--- src/rtl/rv64g_pkg.sv ---
// ---------------------------------------------------------------------------
// rv64g_pkg
// Shared definitions for the rv64g issue stage.
//   NUM_REGS   : architectural registers tracked by the scoreboard (int + fp)
//   sb_state_e : scoreboard lockout state (normal issue / waiting on a jump)
// ---------------------------------------------------------------------------
package rv64g_pkg;

    localparam int NUM_REGS = 64;

    typedef enum logic {
        SB_IDLE,
        SB_JUMP
    } sb_state_e;

endpackage

--- src/rtl/reg_pend_ctr.sv ---
// ---------------------------------------------------------------------------
// reg_pend_ctr
// Saturating up/down counter of outstanding writes for one register.
// Ports:
//   i_clk, i_rst     : clock, synchronous active-high reset
//   i_inc            : one write issued to this register this cycle
//   i_dec_cnt        : number of writeback ports completing this register
//   i_clr            : flush, counter returns to zero next cycle
//   o_cnt            : current number of outstanding writes
//   o_full           : counter is at MAX_PEND, no further issue allowed
//   o_underflow      : more writebacks arrived than writes were outstanding
// ---------------------------------------------------------------------------
module reg_pend_ctr
    import rv64g_pkg::*;
#(
    parameter  int MAX_PEND = 3,
    parameter  int NUM_WB   = 2,
    localparam int CW       = $clog2(MAX_PEND + 1),
    localparam int DW       = $clog2(NUM_WB + 1)
) (
    input  logic          i_clk,
    input  logic          i_rst,
    input  logic          i_inc,
    input  logic [DW-1:0] i_dec_cnt,
    input  logic          i_clr,
    output logic [CW-1:0] o_cnt,
    output logic          o_full,
    output logic          o_underflow
);

    // Working width wide enough for either operand plus one carry bit.
    localparam int SW = ((CW > DW) ? CW : DW) + 1;

    logic [CW-1:0] r_cnt;
    logic [SW-1:0] w_cur;
    logic [SW-1:0] w_dec;
    logic [SW-1:0] w_dec_eff;
    logic [SW-1:0] w_sum;
    logic [CW-1:0] w_nxt;
    logic          w_under;

    always_comb begin
        w_cur     = SW'(r_cnt);
        w_dec     = SW'(i_dec_cnt);
        // Writebacks beyond the outstanding count are dropped and flagged.
        w_under   = (w_dec > w_cur);
        w_dec_eff = w_under ? w_cur : w_dec;
        // Subtract first so the intermediate never wraps below zero.
        w_sum     = w_cur - w_dec_eff + SW'(i_inc);
        if (w_sum > SW'(MAX_PEND)) begin
            w_sum = SW'(MAX_PEND);
        end
        w_nxt     = i_clr ? '0 : CW'(w_sum);
    end

    always_ff @(posedge i_clk) begin
        if (i_rst) begin
            r_cnt <= '0;
        end else begin
            r_cnt <= w_nxt;
        end
    end

    assign o_cnt       = r_cnt;
    assign o_full      = (r_cnt == CW'(MAX_PEND));
    assign o_underflow = w_under;

endmodule

--- src/rtl/reg_scoreboard.sv ---
// ---------------------------------------------------------------------------
// reg_scoreboard
// Counter-based register scoreboard for the rv64g issue stage.
// Ports:
//   clk_i, rst_i  : clock, synchronous active-high reset
//   ch_valid_i    : per channel, a valid instruction is presented
//   ch_jump_i     : per channel, the instruction is a jump/branch
//   ch_rd_i       : per channel destination register (0 = untracked)
//   ch_reg_req_i  : per channel bit set of source registers read
//   ch_gnt_o      : per channel, instruction issues this cycle (combinational)
//   wb_valid_i    : per writeback port, a write completes
//   wb_rd_i       : per writeback port destination register
//   jump_done_i   : the outstanding jump has resolved
//   flush_i       : pipeline flush, clears all tracking
//   locks_o       : register busy mask (all-ones while a jump is pending)
//   jump_busy_o   : a jump is pending, issue is blocked
//   err_o         : one-cycle pulse on a writeback with nothing outstanding
// ---------------------------------------------------------------------------
module reg_scoreboard
    import rv64g_pkg::*;
#(
    parameter  int NR       = NUM_REGS,
    parameter  int NUM_CH   = 2,
    parameter  int NUM_WB   = 2,
    parameter  int MAX_PEND = 3,
    localparam int RW       = $clog2(NR),
    localparam int CW       = $clog2(MAX_PEND + 1),
    localparam int DW       = $clog2(NUM_WB + 1)
) (
    input  logic                           clk_i,
    input  logic                           rst_i,
    input  logic [NUM_CH-1:0]              ch_valid_i,
    input  logic [NUM_CH-1:0]              ch_jump_i,
    input  logic [NUM_CH-1:0][RW-1:0]      ch_rd_i,
    input  logic [NUM_CH-1:0][NR-1:0]      ch_reg_req_i,
    output logic [NUM_CH-1:0]              ch_gnt_o,
    input  logic [NUM_WB-1:0]              wb_valid_i,
    input  logic [NUM_WB-1:0][RW-1:0]      wb_rd_i,
    input  logic                           jump_done_i,
    input  logic                           flush_i,
    output logic [NR-1:0]                  locks_o,
    output logic                           jump_busy_o,
    output logic                           err_o
);

    sb_state_e             r_state;
    sb_state_e             w_state_nxt;
    logic                  r_err;

    logic [NR-1:0][CW-1:0] w_cnt;
    logic [NR-1:0]         w_full;
    logic [NR-1:0]         w_under;
    logic [NR-1:0]         w_nz;
    logic [NUM_CH-1:0]     w_elig;
    logic                  w_blk;

    // Register 0 is hard-wired: never pending, never full, never in error.
    assign w_cnt[0]   = '0;
    assign w_full[0]  = 1'b0;
    assign w_under[0] = 1'b0;

    for (genvar r = 1; r < NR; r++) begin : g_ctr
        logic [NUM_CH-1:0] w_hit_ch;
        logic [DW-1:0]     w_hits;

        always_comb begin
            w_hit_ch = '0;
            for (int c = 0; c < NUM_CH; c++) begin
                w_hit_ch[c] = ch_gnt_o[c] && (ch_rd_i[c] == RW'(r));
            end
            // Several writeback ports may hit the same register; all count.
            w_hits = '0;
            for (int w = 0; w < NUM_WB; w++) begin
                if (wb_valid_i[w] && (wb_rd_i[w] == RW'(r))) begin
                    w_hits = w_hits + DW'(1);
                end
            end
        end

        reg_pend_ctr #(
            .MAX_PEND (MAX_PEND),
            .NUM_WB   (NUM_WB)
        ) u_ctr (
            .i_clk       (clk_i),
            .i_rst       (rst_i),
            .i_inc       (|w_hit_ch),
            .i_dec_cnt   (w_hits),
            .i_clr       (flush_i),
            .o_cnt       (w_cnt[r]),
            .o_full      (w_full[r]),
            .o_underflow (w_under[r])
        );
    end

    always_comb begin
        for (int r = 0; r < NR; r++) begin
            w_nz[r] = (w_cnt[r] != '0);
        end
    end

    // Lock mask is a pure function of flopped state (counters and FSM), so a
    // same-cycle writeback never unblocks a source until the next cycle.
    assign locks_o     = (r_state == SB_JUMP) ? '1 : w_nz;
    assign jump_busy_o = (r_state == SB_JUMP);
    assign err_o       = r_err;

    always_comb begin
        for (int i = 0; i < NUM_CH; i++) begin
            w_elig[i] = ch_valid_i[i] && (r_state == SB_IDLE) && !rst_i && !flush_i
                        && ((ch_reg_req_i[i] & locks_o) == '0)
                        && ((ch_rd_i[i] == '0) || !w_full[ch_rd_i[i]]);
        end
    end

    // Fixed priority: a granted higher channel blocks a lower one if it is a
    // jump, writes one of its sources, or writes the same destination.
    always_comb begin
        ch_gnt_o = '0;
        w_blk    = 1'b0;
        for (int i = 0; i < NUM_CH; i++) begin
            w_blk = 1'b0;
            for (int j = 0; j < i; j++) begin
                if (ch_gnt_o[j]) begin
                    if (ch_jump_i[j]) begin
                        w_blk = 1'b1;
                    end
                    if ((ch_rd_i[j] != '0) &&
                        (ch_reg_req_i[i][ch_rd_i[j]] || (ch_rd_i[j] == ch_rd_i[i]))) begin
                        w_blk = 1'b1;
                    end
                end
            end
            ch_gnt_o[i] = w_elig[i] && !w_blk;
        end
    end

    always_comb begin
        w_state_nxt = r_state;
        case (r_state)
            SB_IDLE: if ((ch_gnt_o & ch_jump_i) != '0) w_state_nxt = SB_JUMP;
            SB_JUMP: if (jump_done_i)                  w_state_nxt = SB_IDLE;
            default:                                   w_state_nxt = SB_IDLE;
        endcase
        if (flush_i) begin
            w_state_nxt = SB_IDLE;
        end
    end

    always_ff @(posedge clk_i) begin
        if (rst_i) begin
            r_state <= SB_IDLE;
            r_err   <= 1'b0;
        end else begin
            r_state <= w_state_nxt;
            // Writebacks in a flush cycle are discarded silently.
            r_err   <= !flush_i && (w_under != '0);
        end
    end

endmodule

--- config.mk ---
export PLATFORM = sky130hd
export DESIGN_NAME = reg_scoreboard
export DESIGN_NICKNAME = d
export VERILOG_FILES = /design/src/rtl/rv64g_pkg.sv /design/src/rtl/reg_pend_ctr.sv /design/src/rtl/reg_scoreboard.sv
export SDC_FILE = /design/constraint.sdc
export NUM_CORES = 1
export LEC_CHECK = 0
export CORE_MARGIN = 1.5
export CORE_UTILIZATION = 40
export DETAILED_ROUTE_END_ITERATION = 10
export SYNTH_ARGS = -nofsm -noshare
export SYNTH_HDL_FRONTEND = slang
export SYNTH_SLANG_ARGS = --single-unit
--- constraint.sdc ---
create_clock -name clk_i -period 7.5 [get_ports clk_i]
set_clock_uncertainty 0.2 [all_clocks]
set_input_delay 1.5 -clock clk_i [delete_from_list [all_inputs] [get_ports clk_i]]
set_output_delay 1.5 -clock clk_i [all_outputs]
set_load 0.01 [all_outputs]
==> impl_metrics.json, run 1 <==
{
  "multi_input_area_mm2": 0.0141,
  "ctsLongestPathBuffers": 2,
  "die_h_um": 220,
  "grt_pass1_wl_um": 122000,
  "slew_violations": 0,
  "cts_sinks": 128,
  "cts_hold_buf": 0,
  "synth-async-reset-ratio_pct": 0,
  "ys.warnings.count": 0,
  "slew_headroom_pct": 31.4,
  "outcome": "completed",
  "combPwrFrac_pct": 48.0,
  "p_seq_share_pct": 25.0,
  "slowest_delay_ps": 1100,
  "switching_share_pct": 43.4,
  "worstHoldPathType": "reg2reg",
  "clockPowerShare_pct": 27.0,
  "wl_per_cell_um": 26.6,
  "worst_pin_slew_ps": 1030,
  "final_layout_size_suffix_gt1_share_pct": 7.36,
  "crit_slowest_cell": "clkdlybuf4s50_1",
  "path_cells": "clkdlybuf4s50_1, buf_4, and4bb_2, a22o_1, a221oi_1, a31oi_1, a211oi_4, a211o_2, and2_1, clkdlybuf4s50_1",
  "postCtsSetupBuffers": 0,
  "place.gp.congestion": 1.02,
  "crit_fanout": 13,
  "cell_internal_pwr_mw": 1.90,
  "rows": 79,
  "vias": 19400,
  "cts_tree": "done",
  "yosys.area.top_type": "ha_1",
  "power_leakage_nw": 9.71,
  "initial_utilization_pct": 40.5,
  "root_buffer": "clkbuf_16",
  "power-per-cell-area_mw_per_mm2": 150,
  "crit_path_frequent_cell": "clkdlybuf4s50_1",
  "setup_tns_ps": 0,
  "startpoint_type": "primary input",
  "drc": 0,
  "clk_pin_slew_ps": 70,
  "worstSkewPairLatency_ps": 510,
  "critPathTopFamily": "buffers and inverters",
  "synthDistinctLibCells": 74,
  "syn_area_mm2": 0.0188,
  "ir_drop_mv": 0.158,
  "first_pass_iters": 6,
  "synth.net_count": 2987,
  "drt-total-wl_um": 86000,
  "arrival_ps": 5170,
  "synthFlopType": "dfxtp_1",
  "coreArea_mm2": 0.0466,
  "total_power_mw": 3.37,
  "maxCapViolCount": 0,
  "gr-total-overflow": 0,
  "nNetsFinal": 3213,
  "fin_crit_ps": 6870,
  "synth_edf_count": 0,
  "hold_viol": 0,
  "p_switching_mw": 1.46,
  "seq_area_mm2": 0.00256,
  "hpwl_um": 69700,
  "setup.worst_path.end_class": "output pin",
  "syn_area_per_cell_um2": 7.90,
  "area_growth_pct": 19.4,
  "required_ps": 5800,
  "fillers": 4523,
  "ys_ff_latch": 128,
  "grt_usage_pct": 35.8,
  "io_buffers": 228,
  "synth_top_area_share_pct": 25.1,
  "ctsResizeCount": 0,
  "finalCritPeriodShare_pct": 91.5,
  "design.die.area_mm2": 0.0484,
  "seq_area_frac_synth_pct": 13.6,
  "grt_pass1_vias": 18600,
  "drtIter0Drc": 2007,
  "synth_cells": 2384,
  "rsz0062_at_grt": "no",
  "h-tree-depth": 4,
  "vias_per_cell": 6.01,
  "cts_buffers": 17,
  "timing.fmax_mhz": 146,
  "setup-violations-final": 0,
  "antenna_found_initial": 9,
  "die_w_um": 220,
  "grt_max_degree": 80,
  "io_pins": 230,
  "synth_area_leaders": "ha_1 (25%), dfxtp_1 (14%), inv_1 (8.6%)",
  "postRouteAntennaNets": 0,
  "path_buf_inv": 3,
  "crit_type": "in2out"
}
## worst min-delay path: stages, from the launching register on
cell and delay, ps:
dfxtp_1 400, ha_1 150, inv_1 30, a21oi_1 100
## flip-flops by register name (all words and copies together), names as in the netlist
register           flops
err_o                  1
g_ctr.u_ctr.o_cnt    126
jump_busy_o            1
## cells by family (layout without fill, tap and decap cells)
| family | count (synthesis) | in the layout | share of synthesized area (%) |
|---|---|---|---|
| compound gates | 503 | 503 | 16.8 |
| xor+xnor | 69 | 69 | 3.21 |
| fa+ha+maj | 441 | 441 | 31.8 |
| buf+inv | 523 | 762 | 11.4 |
| flops | 128 | 128 | 13.6 |
| mux | 57 | 57 | 5.27 |
| other cells | 0 | 6 | 0 |
| simple gates | 663 | 663 | 17.9 |
## Yosys cell counts (4+ instances only)
library cell	count
and4_1	4
a21oi_1	244
clkbuf_1	39
nand4_1	16
nand3_1	25
nor2b_1	46
or3_1	60
and4b_1	4
buf_2	28
mux2_2	25
a32oi_1	85
mux4_2	30
or2_2	4
a22o_1	13
o21ai_0	74
nor2_1	227
nor4b_2	4
inv_1	434
nand2b_1	5
xor2_1	8
nor3b_1	24
or4b_2	5
or3_4	4
nand4b_1	6
nor3_2	4
dfxtp_1	128
nor3_1	11
and2_1	10
a221oi_1	8
buf_8	6
ha_1	378
nand3b_1	7
fa_1	63
a22oi_1	53
buf_6	10
a31oi_1	4
xnor2_1	61
nand2_1	167
nor4_1	11
## placed cells by master, fill, tap and decap left out, types with 4 or more instances in the layout
master	instances
a21oi_1	243
a221oi_1	8
a22o_1	13
a22oi_1	53
a31oi_1	4
a32oi_1	85
and2_1	10
and4_1	4
and4b_1	4
buf_4	67
clkbuf_16	17
clkdlybuf4s50_1	226
dfxtp_1	127
diode_2	6
fa_1	63
ha_1	378
inv_1	434
inv_6	4
mux2_2	25
mux4_2	30
nand2_1	167
nand2b_1	5
nand3_1	25
nand3b_1	7
nand4_1	16
nand4b_1	6
nor2_1	227
nor2b_1	46
nor3_1	11
nor3_2	4
nor3b_1	24
nor4_1	11
nor4b_2	4
o21ai_0	74
or3_1	60
or3_4	4
or4b_2	5
xnor2_1	61
xor2_1	8
## worst paths after layout
path,startpoint,cells after the start,end,slack [ps]
worst max register to register,jump_busy_o$_SDFF_PP0_,16,g_ctr[61].u_ctr.o_cnt[1]$_SDFF_PP0_,1640
worst min-delay path,g_ctr[13].u_ctr.o_cnt[0]$_SDFF_PP0_,3,g_ctr[13].u_ctr.o_cnt[0]$_SDFF_PP0_,520
worst max-delay path,ch_rd_i[3],10,ch_gnt_o[1],630
worst min register to register,g_ctr[13].u_ctr.o_cnt[0]$_SDFF_PP0_,3,g_ctr[13].u_ctr.o_cnt[0]$_SDFF_PP0_,520
## power by group through the flow
stage | Combinational [mW] | Sequential [mW] | Clock, mW
final | 1.62 | 0.842 | 0.909
after global routing | 1.75 | 0.850 | 0.944
after CTS | 1.59 | 0.838 | 0.925
after detailed placement | 1.58 | 0.853 | 0
after global placement | 1.53 | 0.850 | 0
after floorplan | 0.901 | 0.816 | 0
## layer usage
metal,GRT usage (%),share of wire [%],routed length [um]
met5,0,0.015,13
met3,9.52,10,8990
met2,53.5,43,36500
met1,45.6,41,34900
met4,21.9,6.4,5510
## area by class of cell
cell class                 count  area share, %
inverter                     434           7.24
timing repair buffer         296           12.4
clock inverter                14          0.684
multi-input combinational   1733           62.9
clock buffer                  18           1.95
sequential                   128           11.4
antenna                        6         0.0667
tap                          607           3.38
## stage by stage
stage / hold WS (ps) / setup slack, ps / std cells / utilization, % / area [um2]
global placement: 490 / 708 / 3198 / 47.0 / 21900
floorplan: 443 / 2190 / 2384 / - / 18800
finish: 520 / 635 / 3236 / 48.3 / 22500
detailed placement: 505 / 695 / 3198 / 47.0 / 21900
global route: 575 / 551 / 3230 / 48.3 / 22500
CTS: 521 / 687 / 3230 / 48.3 / 22500
Power figures use the tool's default switching activity.
==> inputs of run 2 (changes only) <==
SLEW_MARGIN = 25   (was not set)
==> results of run 2 <==
The final DEF is identical to that of run 1; final timing and power are the same.
==> inputs of run 3 (changes only) <==
CELL_PAD_IN_SITES_DETAIL_PLACEMENT = 0   (was not set)
CELL_PAD_IN_SITES_GLOBAL_PLACEMENT = 1   (was not set)
PLACE_DENSITY_LB_ADDON = 0.1   (was not set)
==> run 3 against run 2 <==
Count of clock-buffer cells in the layout up 1. First-iteration DRC count up 7.6%. Non-clock buffer count down 23. Setup slack improved by 50 ps. Final cell count shrank 0.80%. Register-to-register slack got worse by 320 ps. Critical path depth unchanged. Largest power group unchanged.
==> impl_metrics.json, run 3 (synthesized netlist as in run 1, its figures left out) <==
{
  "outcome": "completed",
  "required_ps": 5800,
  "ir_drop_mv": 0.161,
  "grt_max_degree": 68,
  "path_buf_inv": 3,
  "rsz0062_at_grt": "no",
  "crit_fanout": 11,
  "ctsLongestPathBuffers": 2,
  "clockPowerShare_pct": 29.6,
  "p_switching_mw": 1.43,
  "io_buffers": 228,
  "drt-total-wl_um": 85000,
  "setup-violations-final": 0,
  "total_power_mw": 3.43,
  "critPathTopFamily": "buffers and inverters",
  "first_pass_iters": 6,
  "p_seq_share_pct": 24.7,
  "slew_headroom_pct": 29.7,
  "grt_usage_pct": 35.2,
  "vias": 18900,
  "io_pins": 230,
  "cts_sinks": 128,
  "postCtsSetupBuffers": 0,
  "cts_buffers": 17,
  "setup.worst_path.end_class": "output pin",
  "slew_violations": 0,
  "wl_met2_um": 36700,
  "design.die.area_mm2": 0.0484,
  "ctsResizeCount": 0,
  "path_cells": "clkdlybuf4s50_1, buf_4, or4b_2, a21oi_1, or4b_1, nor4b_1, a311o_1, a21oi_4, and2_1, clkdlybuf4s50_1",
  "slowest_delay_ps": 770,
  "nNetsFinal": 3190,
  "power_leakage_nw": 9.63,
  "mostFrequentLayoutCell": "inv_1",
  "crit_slowest_cell": "clkdlybuf4s50_1",
  "maxCapViolCount": 0,
  "coreArea_mm2": 0.0466,
  "final_layout_size_suffix_gt1_share_pct": 6.54,
  "fin_crit_ps": 6820,
  "root_buffer": "clkbuf_16",
  "crit_type": "in2out",
  "cts_hold_buf": 0,
  "final_cell_mix": "inv_1 (434), ha_1 (378), a21oi_1 (243)",
  "largest_reg_flops": 126,
  "setup_tns_ps": 0,
  "drc": 0,
  "antenna_found_initial": 5,
  "h-tree-depth": 4,
  "dr_wl_met3_um": 7380,
  "wl_met1_um": 36400,
  "area_growth_pct": 18.9,
  "drtIter0Drc": 2160,
  "grt_pass1_vias": 17700,
  "die_w_um": 220,
  "top_layer": "met5",
  "hold_viol": 0,
  "grt_pass1_wl_um": 120000,
  "switching_share_pct": 41.7,
  "gr-total-overflow": 0,
  "power-per-cell-area_mw_per_mm2": 153,
  "fillers": 4583,
  "finalCritPeriodShare_pct": 90.9,
  "combPwrFrac_pct": 45.7,
  "crit_path_frequent_cell": "clkdlybuf4s50_1",
  "postRouteAntennaNets": 0,
  "wl_per_cell_um": 26.5,
  "cell_internal_pwr_mw": 2.00,
  "initial_utilization_pct": 40.5,
  "vias_per_cell": 5.88,
  "clk_pin_slew_ps": 70,
  "hpwl_um": 69700,
  "timing.fmax_mhz": 147,
  "worst_pin_slew_ps": 1050,
  "startpoint_type": "primary input",
  "cts_tree": "done",
  "arrival_ps": 5120,
  "rows": 79,
  "die_h_um": 220,
  "worstSkewPairLatency_ps": 510,
  "place.gp.congestion": 0.974,
  "worstHoldPathType": "reg2reg"
}
==> run 3: changes by cell type in the layout (fill, tap and decap cells not counted), moves of 3 or more <==
cell,previous run,this run
bufinv_16,2,5
buf_4,67,42
inv_6,4,1
diode_2,6,3
==> run 3: metal layers <==
metal	GRT usage, %	up-vias
met3	7.26	153
li1	-	8628
met1	46.9	9204
met4	18.3	2
met2	53.4	881
met5	0	-
==> run 3: final cells by class <==
cell class	instances	area, um2	share of cell area (%)
Multi-Input combinational cell	1733	14100	63.1
Timing Repair Buffer	273	2640	11.8
Sequential cell	128	2560	11.4
Inverter	434	1630	7.27
Tap cell	607	759	3.39
Clock buffer	19	453	2.02
Clock inverter	13	209	0.932
Antenna cell	3	7.51	0.0335
==> run 3: final timing paths <==
path                                             from                                   to  cells past startpoint  slack (ps)
hold / removal    g_ctr[25].u_ctr.o_cnt[0]$_SDFF_PP0_  g_ctr[25].u_ctr.o_cnt[0]$_SDFF_PP0_                      3         520
setup / recovery                           ch_rd_i[9]                          ch_gnt_o[1]                     10         680
hold reg to reg   g_ctr[25].u_ctr.o_cnt[0]$_SDFF_PP0_  g_ctr[25].u_ctr.o_cnt[0]$_SDFF_PP0_                      3         520
setup reg to reg               jump_busy_o$_SDFF_PP0_  g_ctr[60].u_ctr.o_cnt[0]$_SDFF_PP0_                     16        1320
==> run 3: power by group through the flow <==
stage	Sequential [mW]	Combinational [mW]	Clock (mW)
2_1_floorplan	0.816	0.901	0
6_report	0.846	1.57	1.01
3_5_place_dp	0.859	1.54	0
3_3_place_gp	0.856	1.50	0
5_1_grt	0.855	1.70	1.05
4_1_cts	0.844	1.55	1.03
==> run 3: worst min-delay path: stages (launching register included) <==
cell	delay [ps]
dfxtp_1	400
ha_1	150
inv_1	30
a21oi_1	100
==> run 3: metrics by stage <==
step	util, %	setup WS [ps]	hold WS, ps	area, um2	std cells
6_report	48.1	685	520	22400	3210
5_1_grt	48.1	596	545	22400	3207
4_1_cts	48.1	766	531	22400	3207
3_5_place_dp	46.7	652	509	21700	3175
3_3_place_gp	46.7	695	487	21700	3174
2_1_floorplan	-	2190	443	18800	2384
